File: src/rtl/ddfs_pkg.sv
// Shared constants and types for the ddfs frequency-sweep sequencer.
// Mode encodings match the 2-bit mode input; 2'b11 falls back to one-shot.
package ddfs_pkg;

  localparam int FCW_W = 23;

  localparam logic [1:0] MODE_ONESHOT = 2'b00;
  localparam logic [1:0] MODE_SAW     = 2'b01;
  localparam logic [1:0] MODE_TRI     = 2'b10;

  typedef enum logic [1:0] {
    IDLE = 2'b00,
    UP   = 2'b01,
    DOWN = 2'b10
  } sweep_state_t;

endpackage

File: src/rtl/ddfs_dwell_cnt.sv
// Loadable down-counter that times how long each tuning word is held.
// o_expire is high while the count sits at zero, i.e. in the last cycle of a word.
module ddfs_dwell_cnt #(
  parameter int DW = 16
) (
  input  logic          clk,
  input  logic          rst,
  input  logic          i_load,
  input  logic          i_en,
  input  logic [DW-1:0] i_load_val,
  output logic          o_expire
);

  logic [DW-1:0] r_cnt;

  // NOTE: sequential state is written only with non-blocking assignments so
  // every register samples pre-edge values, independent of process order.
  always_ff @(posedge clk) begin
    if (rst) begin
      r_cnt <= '0;
    end else if (i_load) begin
      r_cnt <= i_load_val;
    end else if (i_en && (r_cnt != '0)) begin
      r_cnt <= r_cnt - DW'(1);
    end
  end

  assign o_expire = (r_cnt == '0);

endmodule

File: src/rtl/ddfs_sweep.sv
// Linear-chirp sequencer driving the ddfs fcontrol tuning word: one-shot,
// sawtooth-repeat or triangle sweep between latched start/stop words.
module ddfs_sweep
  import ddfs_pkg::*;
#(
  parameter int FW = FCW_W,
  parameter int DW = 16
) (
  input  logic          clk,
  input  logic          rst,
  input  logic          start,
  input  logic          abort,
  input  logic [1:0]    mode,
  input  logic [FW-1:0] f_start,
  input  logic [FW-1:0] f_stop,
  input  logic [FW-1:0] f_step,
  input  logic [DW-1:0] dwell,
  output logic [FW-1:0] fcontrol,
  output logic          busy,
  output logic          done,
  output logic          wrap
);

  sweep_state_t r_state, w_state_nxt;

  logic [FW-1:0] r_fcontrol, w_fc_nxt;
  logic          r_busy, w_busy_nxt;
  logic          r_done, w_done_nxt;
  logic          r_wrap, w_wrap_nxt;

  logic [FW-1:0] r_start, r_stop, r_step;
  logic [DW-1:0] r_dwell;
  logic [1:0]    r_mode;

  logic          w_cfg_load;
  logic          w_cnt_load;
  logic          w_expire;
  logic [DW-1:0] w_cnt_val;
  logic [FW:0]   w_sum;
  logic [FW:0]   w_diff;
  logic [FW-1:0] w_up_word;
  logic [FW-1:0] w_dn_word;

  ddfs_dwell_cnt #(.DW(DW)) u_dwell (
    .clk        (clk),
    .rst        (rst),
    .i_load     (w_cnt_load),
    .i_en       (r_state != IDLE),
    .i_load_val (w_cnt_val),
    .o_expire   (w_expire)
  );

  // The first word of a sweep is timed from the live input; later words from the latched copy.
  assign w_cnt_val = (r_state == IDLE) ? dwell : r_dwell;

  // One extra bit keeps the carry/borrow so clamping also catches wrap-around.
  assign w_sum     = {1'b0, r_fcontrol} + {1'b0, r_step};
  assign w_diff    = {1'b0, r_fcontrol} - {1'b0, r_step};
  assign w_up_word = (w_sum >= {1'b0, r_stop}) ? r_stop : w_sum[FW-1:0];
  assign w_dn_word = (w_diff[FW] || (w_diff[FW-1:0] <= r_start)) ? r_start : w_diff[FW-1:0];

  always_comb begin
    // NOTE: every combinational output gets a default first, so no path
    // through the case statements can leave one unassigned and infer a latch.
    w_state_nxt = r_state;
    w_fc_nxt    = r_fcontrol;
    w_busy_nxt  = r_busy;
    w_done_nxt  = 1'b0;
    w_wrap_nxt  = 1'b0;
    w_cfg_load  = 1'b0;
    w_cnt_load  = 1'b0;

    if (abort) begin
      w_state_nxt = IDLE;
      w_busy_nxt  = 1'b0;
    end else begin
      unique case (r_state)
        IDLE: begin
          if (start) begin
            w_cfg_load = 1'b1;
            w_cnt_load = 1'b1;
            w_fc_nxt   = f_start;
            if ((f_step == '0) || (f_stop <= f_start)) begin
              w_done_nxt = 1'b1;
            end else begin
              w_state_nxt = UP;
              w_busy_nxt  = 1'b1;
            end
          end
        end
        UP: begin
          if (w_expire) begin
            w_cnt_load = 1'b1;
            if (r_fcontrol == r_stop) begin
              unique case (r_mode)
                MODE_SAW: begin
                  w_fc_nxt   = r_start;
                  w_wrap_nxt = 1'b1;
                end
                MODE_TRI: begin
                  w_state_nxt = DOWN;
                  w_fc_nxt    = w_dn_word;
                  w_wrap_nxt  = (w_dn_word == r_start);
                end
                default: begin
                  w_state_nxt = IDLE;
                  w_busy_nxt  = 1'b0;
                  w_done_nxt  = 1'b1;
                end
              endcase
            end else begin
              w_fc_nxt = w_up_word;
            end
          end
        end
        DOWN: begin
          if (w_expire) begin
            w_cnt_load = 1'b1;
            if (r_fcontrol == r_start) begin
              w_state_nxt = UP;
              w_fc_nxt    = w_up_word;
            end else begin
              w_fc_nxt   = w_dn_word;
              w_wrap_nxt = (w_dn_word == r_start);
            end
          end
        end
        default: begin
          w_state_nxt = IDLE;
          w_busy_nxt  = 1'b0;
        end
      endcase
    end
  end

  always_ff @(posedge clk) begin
    if (rst) begin
      r_state    <= IDLE;
      r_fcontrol <= '0;
      r_busy     <= 1'b0;
      r_done     <= 1'b0;
      r_wrap     <= 1'b0;
    end else begin
      r_state    <= w_state_nxt;
      r_fcontrol <= w_fc_nxt;
      r_busy     <= w_busy_nxt;
      r_done     <= w_done_nxt;
      r_wrap     <= w_wrap_nxt;
    end
  end

  // NOTE: the config copies carry no reset; they are always written by the
  // start that launches a sweep before anything reads them.
  always_ff @(posedge clk) begin
    if (w_cfg_load) begin
      r_start <= f_start;
      r_stop  <= f_stop;
      r_step  <= f_step;
      r_dwell <= dwell;
      r_mode  <= mode;
    end
  end

  assign fcontrol = r_fcontrol;
  assign busy     = r_busy;
  assign done     = r_done;
  assign wrap     = r_wrap;

endmodule

File: config.mk
export PLATFORM = sky130hd
export DESIGN_NAME = ddfs_sweep
export DESIGN_NICKNAME = d
export VERILOG_FILES = /design/src/rtl/ddfs_pkg.sv /design/src/rtl/ddfs_dwell_cnt.sv /design/src/rtl/ddfs_sweep.sv
export SDC_FILE = /design/constraint.sdc
export NUM_CORES = 1
export LEC_CHECK = 0
export ABC_CLOCK_PERIOD_IN_PS = 4500
export CORE_MARGIN = 2
export CORE_UTILIZATION = 54
export CTS_BUF_LIST = sky130_fd_sc_hd__clkbuf_8
export CTS_CLUSTER_SIZE = 28
export DETAILED_ROUTE_END_ITERATION = 10
export PLACE_DENSITY_LB_ADDON = 0.2
export SYNTH_ARGS = -nofsm -noshare
export SYNTH_HDL_FRONTEND = slang
export SYNTH_SLANG_ARGS = --single-unit
File: constraint.sdc
create_clock -name clk -period 4.5 [get_ports clk]
set_clock_uncertainty 0.05 [all_clocks]
set_input_delay 0.45 -clock clk [delete_from_list [all_inputs] [get_ports clk]]
set_output_delay 0.45 -clock clk [all_outputs]
set_load 0.05 [all_outputs]
## After elaboration in Yosys (flattened, before gate mapping)

Index checks and enable logic that the tools add are counted.
W data, S select, Z words.

| word-level totals | value |
|---|---|
| output and inout bits | 26 |
| logic and storage cells | 95 |
| memories kept | 0 |
| bits in latches | 0 |
| bits in writable memories | 0 |
| bits of input ports | 91 |
| ROM bits | 0 |
| flip-flop bits (word level) | 131 |

| cells by class | value |
|---|---|
| equal/unequal tests | 16 |
| reduce and logical (&&, ||, !) cells | 16 |
| shift-type cells | 0 |
| magnitude comparators | 3 |
| multipliers | 0 |
| bitwise gates (word level) | 2 |
| muxes and demuxes | 44 |
| div/mod/pow operators | 0 |
| $add $sub $neg | 3 |

Operator list:

| cell | number |
|---|---|
| $mux W23 | 7 |
| $eq A23 B23 Y1 | 3 |
| $pmux W23 S3 | 1 |
| $mux W16 | 3 |
| $le A23 B23 Y1 | 2 |
| $pmux W23 S2 | 1 |
| $add A23 B23 Y24 | 1 |
| $ge A24 B23 Y1 | 1 |
| $sub A23 B23 Y24 | 1 |
| $logic_not A23 Y1 | 1 |
| $mux W1 | 19 |
| $logic_not A16 Y1 | 1 |
| $reduce_bool A16 Y1 | 1 |
| $sub A16 B1 Y16 const B | 1 |
| $mux W2 | 6 |
| $ne A2 B2 Y1 const B | 6 |
| $reduce_and A6 Y1 | 2 |
| $pmux W1 S2 | 4 |
| $reduce_and A7 Y1 | 1 |
| $pmux W2 S3 | 1 |
| $reduce_or A2 Y1 | 3 |
| $eq A2 B1 Y1 const B | 2 |
| $eq A2 B2 Y1 const B | 2 |
| $ne A2 B1 Y1 const B | 2 |
| other kinds (9) | 12 |

## Logic depth before layout (Yosys ltp)

Gate-level depths: netlist of the first run.

| depth | value |
|---|---|
| depth after elaboration | 9 |
| mapped depth | 23 |
| mapped depth without buffers | 21 |

## Hierarchy

A second synthesis of the first run with hierarchy kept.

| unflattened totals | value |
|---|---|
| cells, all modules | 1323 |
| area total of the unflattened synthesis | 11795.1 um^2 |

Modules (own cells, without submodules):

| module | cells each | times used | area each (um^2) |
|---|---|---|---|
| ddfs_sweep | 1209 | 1 | 10850.4 |
| ddfs_dwell_cnt | 114 | 1 | 944.7 |

## Worst setup path after synthesis of the first run

No wires, ideal clock.

| path | value |
|---|---|
| kind | register to register |
| start point | register r_fcontrol[2] (netlist: fcontrol[2]) |
| end point | register r_fcontrol[11] (netlist: fcontrol[11]) |
| clock period less this slack | 5310 ps |
| buffers on the path | 2 |
| library setup time | 136 ps |
| cell stages (with the launch flop) | 22 |
| arrival time | 5124 ps |
| setup slack | -810 ps |
| cell sequence | dfxtp_1 ha_1 buf_6 or3b_4 a31oi_4 o31ai_2 o311a_4 o31ai_2 a21boi_0 xor2_1 ha_1 a21oi_1 nor2_1 o31a_1 o21ai_0 or4b_1 nor2_4 buf_6 mux2i_1 o22ai_1 a211oi_1 nor4_1 |

| on the way | value |
|---|---|
| word-level cells in the longest chain between the ends | 8 |
| elaborated cells on any way between the ends | 17 |

Ends and longest elaborated chain:

| item | line | RTL |
|---|---|---|
| from (decl) | ddfs_sweep.sv:26 | `logic [FW-1:0] r_fcontrol, w_fc_nxt;` |
| from (signal assigned) | ddfs_sweep.sv:145 | `r_fcontrol <= w_fc_nxt;` |
| $sub A23 B23 Y24 | ddfs_sweep.sv:58 | `assign w_diff = {1'b0, r_fcontrol} - {1'b0, r_step};` |
| $le A23 B23 Y1 | ddfs_sweep.sv:60 | `assign w_dn_word = (w_diff[FW] \|\| (w_diff[FW-1:0] <= r_start)) ? r_start : w_diff[FW-1:0];` |
| $logic_or A1 B1 Y1 | ddfs_sweep.sv:60 |  |
| $mux W23 | ddfs_sweep.sv:60 |  |
| $pmux W23 S2 | ddfs_sweep.sv:95 | `unique case (r_mode)` |
| $mux W23 | ddfs_sweep.sv:94 | `if (r_fcontrol == r_stop) begin` |
| $mux W23 | ddfs_sweep.sv:92 | `if (w_expire) begin` |
| $pmux W23 S3 | ddfs_sweep.sv:77 | `unique case (r_state)` |

Parallel ways exist; a longest one is shown, timed or not. The select of a mux whose other input is x is not followed.
A chain may end at the register's enable or synchronous reset.

## Worst setup path in the final report of the first run

| path | value |
|---|---|
| start point | register r_step[1] |
| end point | register r_fcontrol[1] (netlist: fcontrol[1]) |

| on the way | value |
|---|---|
| word-level cells in the longest chain between the ends | 8 |
| elaborated cells on any way between the ends | 13 |

Ends and longest elaborated chain:

| item | line | RTL |
|---|---|---|
| from (decl) | ddfs_sweep.sv:31 | `logic [FW-1:0] r_start, r_stop, r_step;` |
| from (signal assigned) | ddfs_sweep.sv:158 | `r_step <= f_step;` |
| $sub A23 B23 Y24 | ddfs_sweep.sv:58 |  |
| $le A23 B23 Y1 | ddfs_sweep.sv:60 |  |
| $logic_or A1 B1 Y1 | ddfs_sweep.sv:60 |  |
| $mux W23 | ddfs_sweep.sv:60 |  |
| $pmux W23 S2 | ddfs_sweep.sv:95 |  |
| $mux W23 | ddfs_sweep.sv:94 |  |
| $mux W23 | ddfs_sweep.sv:92 |  |
| $pmux W23 S3 * | ddfs_sweep.sv:77 |  |

Mark *: on every way between the ends. The rest lies on a longest branch, timed or not. The select of a mux whose other input is x is not followed.

==> impl_metrics.yaml, run 1 <==
run_status:
  status: "finished, violations left"
  violations: "negative setup slack"
min_path:
  hp-class: "reg2reg"
  whs_path_depth: 1
  min_to: "u_dwell.r_cnt[13]"
  hp-start: "u_dwell.r_cnt[13]"
logic_synthesis:
  yosysWarnings: 0
  synth_nets: 1522
  synth_edf_count: 87
  async_flop_share: 0
  avgSynthCellArea_um2: 8.977
  synth-main-ff-cell: "edfxtp_1"
  synth_cells: 1306
  ys_types: 103
  yosysSeqAreaShare: 0.2980
  ys_ff_latch: 131
  synth_area_mm2: 0.01172
floorplan:
  die_area_mm2: 0.02291
  die_h_um: 151.3
  row_count: 53
  start_util: 0.5542
  dieWidth_um: 151.3
  core_area_mm2: 0.02115
  top_level_ports: 117
clock_tree:
  clkSlewWorstSetupHoldPaths_ns: 0.09
  cts_root_buf: "clkbuf_8"
  htreeDepth: 4
  cts.sinks: 131
  hold_buffers: 0
  cts_made_buffers: 17
  clkLatencyLatePin_ns: 0.48
  cts_tree: "done"
  cts_max_path_buffers: 2
grt:
  grtUsageTotal: 0.3972
  grt_start_max_net_pins: 45
  grt_pass1_vias: 11800
  grt.overflow.total: 0
  antenna_found_initial: 0
  grt_pass1_wl_um: 67610
critical_path:
  slowest_delay_ns: 0.49
  r2r-start: "r_step[1]"
  arrival_ns: 5.49
  r2r_slack_ns: -0.71
  worstSetupPathType: "reg2reg"
  r2r-end: "fcontrol[1]"
  worstSetupEndpointType: "register"
  rr_worst_depth: 22
  start_kind: "register"
  cp_slowest_cell: "or4b_4"
  crit_required_ns: 4.79
  cp_cell_sequence: "inv_1 > ha_1 > or3b_4 > a31oi_4 > o31ai_4 > o311a_4 > o31ai_4 > a21boi_2 > xor2_2 > ha_1 > a21oi_2 > nor2_1 > o31a_1 > o21ai_1 > or4b_4 > nor2_4 > buf_12 > buf_12 > mux2i_2 > o22ai_2 > a221oi_2 > a2111oi_2"
  crit_fanout: 6
sta:
  relSlewSlack: 0.4645
  worst_pin_slew_ns: 0.8014
  slew_violations: 0
  rsz0062_at_grt: "yes"
  setup_ws_ns: -0.7058
  setup_viol: 24
  fin_crit_sh: 1.157
  setup_tns_ns: -14.66
  hold_viol: 0
  fmax_mhz: 192.1
  period_needed_ns: 5.206
detailed_routing:
  drt_iter0_markers: 1550
  antenna_left: 0
  vias: 12300
  wl_per_cell_um: 23.50
  wirelength_um: 45890
  drc: 0
  drtPass1Iterations: 6
  vias_per_cell: 6.296
power_and_ir_drop:
  sw_frac_of_total: 0.3915
  internal_power_mw: 2.898
  power_density_mw_per_mm2: 291.5
  p_seq_frac: 0.303
  power_switching_mw: 1.865
  p_clk_frac: 0.231
  p_comb_frac: 0.465
  p_leak_nw: 7.024
  ir_drop_mv: 0.2124
place:
  hpwlAfterDp_um: 34680
  gp_congestion: 1.025
  port_buffers: 116
  place_area_mm2: 0.01495
cells_and_area:
  n_antenna_cell: 0
  syn2layout_area_growth_pct: 39.36
  final_cell_area_mm2: 0.01634
  nets: 1881
  nFillCells: 1526
  layout-drive-gt1-share: 0.2795
job:
  max_cap_violations: 0
[power by group through the flow]
stage / clock, mW / sequential (mW) / combinational [mW]
after CTS: 1.11 / 1.44 / 2.05
after floorplan: 0 / 1.51 / 0.999
final: 1.10 / 1.45 / 2.22
after global routing: 1.16 / 1.45 / 2.34
after detailed placement: 0 / 1.46 / 1.86
after global placement: 0 / 1.46 / 1.84
[cell families after synthesis]
| logic type | after synthesis | synth area share |
|---|---|---|
| adder cells (fa/ha/maj) | 125 | 0.1347 |
| flip-flops | 131 | 0.2980 |
| multiplexers | 66 | 0.05752 |
| XOR/XNOR | 96 | 0.07172 |
| AO/OA/AOI/OAI | 358 | 0.2237 |
| AND/OR/NAND/NOR | 340 | 0.1470 |
| buffers and inverters | 190 | 0.06745 |
[synth_stat cells (all sizes together) (6+ instances only)]
cell       n  area share
o221ai    14       0.011
o22ai     13      0.0075
o21a      10      0.0064
a21oi     87       0.039
o21ai     59       0.026
nor3      30       0.015
inv      132       0.042
o211ai    14      0.0094
xor2      18       0.013
a221oi    14       0.011
ha       123        0.13
buf       31       0.017
a211o      6      0.0045
xnor2     78       0.058
o31ai     14       0.010
nand2b    13      0.0069
clkbuf    26      0.0083
nand2     52       0.017
dfxtp     44       0.075
and3       7      0.0037
a31oi     12      0.0082
a2111oi   10       0.010
nand4     19       0.010
edfxtp    87        0.22
and4       8      0.0060
nor2b      9      0.0048
nor4      18      0.0096
a311oi     8      0.0065
nand3     39       0.017
mux2i     55       0.047
o31a       7      0.0052
or3        8      0.0043
a211oi    23       0.016
nor2     115       0.038
mux2      11       0.011
a21o      16       0.010
[area by class of cell]
class | instances | area [um^2] | area share
clock inverters | 15 | 171.4 | 0.01049
flip-flops and latches | 131 | 3540 | 0.2166
multi-input cells | 985 | 8109 | 0.4963
inverters | 133 | 501.7 | 0.03071
repair buffers | 397 | 3438 | 0.2104
well taps | 275 | 344.1 | 0.02106
clock buffers | 17 | 234.0 | 0.01432
[registers in the layout, summed over array words and instances (netlist names)]
register and count:
r_stop 23, busy 1, done 1, r_step 23
r_dwell 16, r_mode 2, r_state 2, fcontrol 23
u_dwell.r_cnt 16, r_start 23, wrap 1
[per-stage QoR]
| step | power [mW] | hold slack (ns) | utilization | setup slack, ns | std cells |
|---|---|---|---|---|---|
| after floorplan | 2.510 | 0.4214 | - | -0.3221 | 1306 |
| after global placement | 3.300 | 0.4497 | 0.7065 | -0.8477 | 1883 |
| after detailed placement | 3.321 | 0.4634 | 0.7065 | -0.9912 | 1883 |
| after CTS | 4.588 | 0.4755 | 0.7551 | -0.5648 | 1939 |
| after global routing | 4.945 | 0.4843 | 0.7723 | -0.8827 | 1953 |
| final | 4.762 | 0.4847 | 0.7723 | -0.7058 | 1953 |
[worst max-delay path by stage]
stage | cells after the start | from | to | slack [ns]
floorplan | 21 | fcontrol[2] | fcontrol[11] | -0.32
global placement | 21 | r_step[0] | fcontrol[0] | -0.85
detailed placement | 22 | r_step[0] | fcontrol[3] | -0.99
CTS | 23 | r_step[0] | fcontrol[3] | -0.56
global route | 22 | r_step[0] | fcontrol[1] | -0.88
finish | 22 | r_step[1] | fcontrol[1] | -0.71
[timing repair]
item / 4_1_cts / 5_1_grt
pin swaps: 15 / 45
setup buffers: 21 / 23
gates resized for setup: 67 / 62
gates cloned: 3 / 0
setup endpoints to repair: 24 / 24
hold endpoints to repair: 0 / 0
[metal layers]
layer / GRT usage / share of wire / up-vias
met5: 0 / 0 / -
met4: 0.1752 / 0.047 / 0
met3: 0.08133 / 0.11 / 161
met2: 0.6077 / 0.44 / 793
met1: 0.5419 / 0.41 / 5783
li1: - / - / 5560
[critical path, delay by kind of cell (launching register included)]
family	cells	cell delay (ns)
DFF	1	0.44
xor gates and xnor gates	1	0.22
muxes	1	0.21
buffers and inverters	3	0.33
AOI/OAI and AO/OA	11	2.03
and+or+nand+nor	4	1.15
adders and majority gates	2	0.61
[cells in the final DEF, fill, tap and decap left out, types with 8 or more instances in the layout]
cell type        Yosys  final
nor4_1              18     18
a21oi_2              2     10
nand2_1             50     48
a221oi_1            13     10
o31ai_1             11      9
mux2i_1             55     49
buf_4                5    259
o22ai_1             12     10
xnor2_1             78     74
a211oi_1            22     19
inv_1              131    128
dfxtp_1             44     27
nor2_1             113    107
edfxtp_1            87     87
a21o_1              16     15
nor3_1              27     24
nand4_1             19     19
o21ai_1              8     13
and4_1               8      8
nand3_1             39     37
clkdlybuf4s50_1      0    116
o211ai_1            13     13
ha_1               123    115
buf_6                5     12
xor2_1              18     16
o221ai_1            13     12
mux2_2              11     10
o21ai_0             50     42
o21a_1              10     10
clkbuf_8             0     17
a21oi_1             84     76
nand2b_1            13     11
dfxtp_4              0     10
Power figures use the tool's default switching activity.
==> run 2: changes to the inputs <==
- SYNTH_HIERARCHICAL: default -> 1
==> impl_metrics.yaml, run 2 <==
grt:
  grtUsageMet1: 0.5368
  grt_start_max_net_pins: 50
  antenna_found_initial: 0
  grt_pass1_wl_um: 66610
  use_met3: 0.1060
  grtUsageMet2: 0.5815
  grt.overflow.total: 0
  grtUsageTotal: 0.3877
  grt_busiest_layer: "met2"
  grt_pass1_vias: 11520
floorplan:
  core_area_mm2: 0.02162
  start_util: 0.5455
  die_h_um: 151.8
  die_area_mm2: 0.02304
  top_level_ports: 117
  dieWidth_um: 151.8
  row_count: 54
cells_and_area:
  n_antenna_cell: 0
  final_cell_area_mm2: 0.01607
  layout-drive-gt1-share: 0.2633
  final_common_cell: "buf_4"
  final_util: 0.7433
  nets: 1897
  layout_common_cells: "buf_4, inv_1, ha_1"
  syn2layout_area_growth_pct: 36.25
power_and_ir_drop:
  p_seq_frac: 0.311
  power_density_mw_per_mm2: 290.1
  p_clk_frac: 0.227
  sw_frac_of_total: 0.3907
  p_leak_nw: 6.883
  ir_drop_mv: 0.1832
  power_switching_mw: 1.822
  p_comb_frac: 0.462
  internal_power_mw: 2.841
clock_tree:
  cts_made_buffers: 17
  cts_root_buf: "clkbuf_8"
  clkSlewWorstSetupHoldPaths_ns: 0.09
  cts_max_path_buffers: 2
  cts.sinks: 131
  htreeDepth: 4
  cts_tree: "done"
  clkLatencyLatePin_ns: 0.48
min_path:
  hp-start: "mode[1]"
  hp-class: "in2reg"
  whs_path_depth: 1
  min_to: "r_mode[1]"
critical_path:
  cp_cell_sequence: "buf_6 > ha_4 > fa_2 > nand2b_4 > a211oi_4 > o31ai_4 > a21oi_2 > a31o_2 > nor2_1 > o21bai_1 > xor2_1 > ha_1 > buf_4 > and4_1 > a221oi_2 > o21ai_2 > o21ai_2 > buf_4 > a211oi_4 > buf_4 > a22o_4 > a221oi_2 > nor2_1 > a211o_1"
  rr_worst_depth: 24
  worstSetupPathType: "reg2reg"
  cp_slowest_cell: "edfxtp_1"
  r2r-start: "r_step[0]"
  r2r_slack_ns: -0.57
  r2r-end: "fcontrol[17]"
  critPathLaunch: "r_step[0]"
  critPathTopFamily: "compound AO/OA/AOI/OAI gates"
  start_kind: "register"
  crit_required_ns: 4.81
  crit_fanout: 5
  critPathBufInv: 4
  cp_common_cell: "buf_4"
  arrival_ns: 5.38
  slowest_delay_ns: 0.42
  worstSetupEndpointType: "register"
place:
  hpwlAfterDp_um: 35060
  port_buffers: 116
  gp_congestion: 1.012
  place_area_mm2: 0.01497
job:
  max_cap_violations: 0
detailed_routing:
  drtPass1Iterations: 5
  drt_iter0_markers: 1314
  vias: 12250
  antenna_left: 0
  vias_per_cell: 6.203
  drc: 0
  wl_per_cell_um: 22.82
  wirelength_um: 45060
logic_synthesis:
  yosysTopAreaCell: "edfxtp_1"
  synth_edf_count: 87
  avgSynthCellArea_um2: 8.915
  ys_ff_latch: 131
  synth_area_mm2: 0.01180
  ys_types: 95
  synth_cells: 1323
  synth_top_cells_by_count: "ha_1, inv_1, nor2_1"
  yosysWarnings: 6
  synth-main-ff-cell: "edfxtp_1"
  synth_nets: 1539
  synth_area_leaders: "edfxtp_1, ha_1, dfxtp_1, xnor2_1, inv_1"
  async_flop_share: 0
  synth_top_area_share: 0.2215
  yosysSeqAreaShare: 0.2962
sta:
  hold_viol: 0
  period_needed_ns: 5.068
  setup_ws_ns: -0.5677
  rsz0062_at_grt: "yes"
  slew_violations: 0
  fmax_mhz: 197.3
  setup_viol: 24
  worst_pin_slew_ns: 0.9152
  relSlewSlack: 0.3858
  setup_tns_ns: -10.96
  fin_crit_sh: 1.126
run_status:
  status: "finished, violations left"
  violations: "negative setup slack"
[run 2: cell count changes after synthesis, sizes merged, moves of 8 or more]
cell and change:
inv -9, o21ai +15, xor2 +21, nand2 +21, nand3 -17, o221ai +12
clkbuf +10, mux2i -10, o31ai -8
[run 2: stage by stage]
stage / setup WS, ns / cells / hold WS (ns) / total power [mW]
floorplan: -0.09200 / 1323 / 0.4358 / 2.530
global placement: -0.5719 / 1909 / 0.4641 / 3.391
CTS: -0.5121 / 1952 / 0.4806 / 4.508
global route: -0.8055 / 1974 / 0.4773 / 4.865
finish: -0.5677 / 1974 / 0.4939 / 4.663
detailed placement: -0.6506 / 1909 / 0.4705 / 3.415
[run 2: layout make-up]
class	instances	area [um^2]
Sequential cell	131	3515
Clock buffer	19	261.5
Clock inverter	13	122.6
Tap cell	280	350.3
Multi-Input combinational cell	1005	7949
Fill cell	1615	5550
Timing Repair Buffer	402	3407
Inverter	124	465.4
[run 2: per-layer routing]
metal,up-vias,share of wire
met5,-,0
met4,0,0.035
met3,111,0.11
met2,682,0.43
met1,5842,0.43
li1,5610,-
[run 2: logic make-up (layout without fill, tap and decap cells)]
family	after synthesis	after routing	share of synthesized area
xor gates and xnor gates	111	111	0.08359
AOI/OAI and AO/OA	358	358	0.2157
muxes	63	63	0.05537
adders and majority gates	125	125	0.1339
and+or+nand+nor	348	348	0.1453
buffers and inverters	187	558	0.07001
DFF	131	131	0.2962
[run 2: repair_timing]
item,CTS,global route
gates resized for setup,21,76
setup buffers,11,24
hold buffers,0,0
pin swaps,23,53
setup endpoints to repair,24,24
gates cloned,0,1
[run 2: worst max-delay path by stage]
stage	cells past startpoint	slack, ns	to
finish	24	-0.57	fcontrol[17]
global placement	23	-0.57	fcontrol[10]
global route	26	-0.81	fcontrol[21]
CTS	24	-0.51	fcontrol[9]
floorplan	21	-0.09	fcontrol[17]
detailed placement	23	-0.65	fcontrol[10]
[run 2: power by group through the flow]
stage	registers, mW	clock network, mW	logic [mW]
2_1_floorplan	1.51	0	1.02
3_3_place_gp	1.46	0	1.93
3_5_place_dp	1.47	0	1.95
4_1_cts	1.44	1.06	2.00
5_1_grt	1.45	1.12	2.30
6_report	1.45	1.06	2.16
==> run 3: changes to the inputs <==
- SKIP_CTS_REPAIR_TIMING: default -> 1
==> impl_metrics.yaml, run 3 (same netlist as run 2, synthesis figures left out) <==
critical_path:
  cp_slowest_cell: "ha_1"
  crit_required_ns: 4.84
  worstSetupPathType: "reg2reg"
  cp_common_cell: "buf_4"
  slowest_delay_ns: 0.38
  crit_fanout: 6
  arrival_ns: 5.52
  start_kind: "register"
  worstSetupEndpointType: "register"
place:
  hpwlAfterDp_um: 35060
  pre_cts_ws_ns: -0.6506
  gp_congestion: 1.012
  port_buffers: 116
cells_and_area:
  final_common_cell: "buf_4"
  layout-drive-gt1-share: 0.2369
  n_antenna_cell: 0
  nets: 1883
  syn2layout_area_growth_pct: 33.69
  layout_common_cells: "buf_4, inv_1, ha_1"
grt:
  use_met3: 0.1117
  grtUsageMet1: 0.5308
  antenna_found_initial: 0
  grt.overflow.total: 0
  grt_busiest_layer: "met2"
  grtUsageMet2: 0.5750
  grt_pass1_vias: 11390
  grtUsageTotal: 0.3844
  grt_pass1_wl_um: 66050
  grt_start_max_net_pins: 50
floorplan:
  start_util: 0.5455
  die_area_mm2: 0.02304
  die_h_um: 151.8
  top_level_ports: 117
  core_area_mm2: 0.02162
  dieWidth_um: 151.8
  row_count: 54
power_and_ir_drop:
  ir_drop_mv: 0.1823
  p_leak_nw: 6.766
  power_density_mw_per_mm2: 290.6
  power_mw: 4.582
detailed_routing:
  drtPass1Iterations: 6
  vias: 12120
  wl_per_cell_um: 22.67
  vias_per_cell: 6.183
  wirelength_um: 44430
  antenna_left: 0
  drt_iter0_markers: 1167
  drc: 0
sta:
  worst_pin_slew_ns: 0.9109
  hold_viol: 0
  setup_ws_ns: -0.6802
  fin_crit_sh: 1.151
  fmax_mhz: 193.0
  period_needed_ns: 5.180
  relSlewSlack: 0.3770
  slew_violations: 0
  rsz0062_at_grt: "yes"
  setup_viol: 24
clock_tree:
  clkSlewWorstSetupHoldPaths_ns: 0.09
  htreeDepth: 4
  cts_root_buf: "clkbuf_8"
  cts.sinks: 131
  cts_made_buffers: 17
  clkLatencyLatePin_ns: 0.47
  cts_tree: "done"
  cts_max_path_buffers: 2
run_status:
  violations: "negative setup slack"
  status: "finished, violations left"
min_path:
  hp-class: "reg2reg"
job:
  max_cap_violations: 0
## run 3: cell count changes in the layout (fill, tap and decap cells not counted), sizes merged
cell    before  now
buf        285  272
clkbuf      20   19
## run 3: path summary, 6_finish.rpt
path                                 from           to  slack, ns  cells past startpoint
worst max-delay path            r_step[3]  fcontrol[0]      -0.68                     25
worst max register to register  r_step[3]  fcontrol[0]      -0.68                     25
worst min-delay path                 busy         busy       0.49                      1
worst min register to register       busy         busy       0.49                      1
## run 3: cell type report
cell class	instances	area [um^2]
multi-input combinational	1005	7766
fill	1660	5852
timing repair buffer	388	3288
clock inverter	13	122.6
clock buffer	19	261.5
inverter	124	465.4
tap	280	350.3
sequential	131	3515
## run 3: report_power, final
| part | switching [mW] | internal [mW] |
|---|---|---|
| clock | 0.582 | 0.476 |
| combinational | 1.12 | 0.955 |
| sequential | 0.0841 | 1.36 |
## run 3: critical path, delay by kind of cell, from the launching register on
family / cells / cell delay, ns
compound gates: 12 / 2.38
fa+ha+maj: 2 / 0.68
xor+xnor: 1 / 0.12
buf+inv: 7 / 0.99
simple gates: 3 / 0.55
flops: 1 / 0.35
## run 3: per-stage QoR
| stage | utilization | instances | setup TNS [ns] | cell area (um^2) | hold WS (ns) |
|---|---|---|---|---|---|
| after floorplan | - | 1323 | -0.1359 | 11890 | 0.4358 |
| after global placement | 0.6925 | 1909 | -10.35 | 14970 | 0.4641 |
| after detailed placement | 0.6925 | 1909 | -11.83 | 14970 | 0.4705 |
| after CTS | 0.7103 | 1941 | -13.21 | 15360 | 0.4806 |
| after global routing | 0.7293 | 1960 | -20.05 | 15770 | 0.4781 |
| final | 0.7293 | 1960 | -13.36 | 15770 | 0.4929 |
## run 3: per-layer routing
metal / share of wire / vias up
li1: - / 5587
met4: 0.036 / 0
met1: 0.42 / 5739
met3: 0.12 / 114
met2: 0.43 / 678
met5: 0 / -
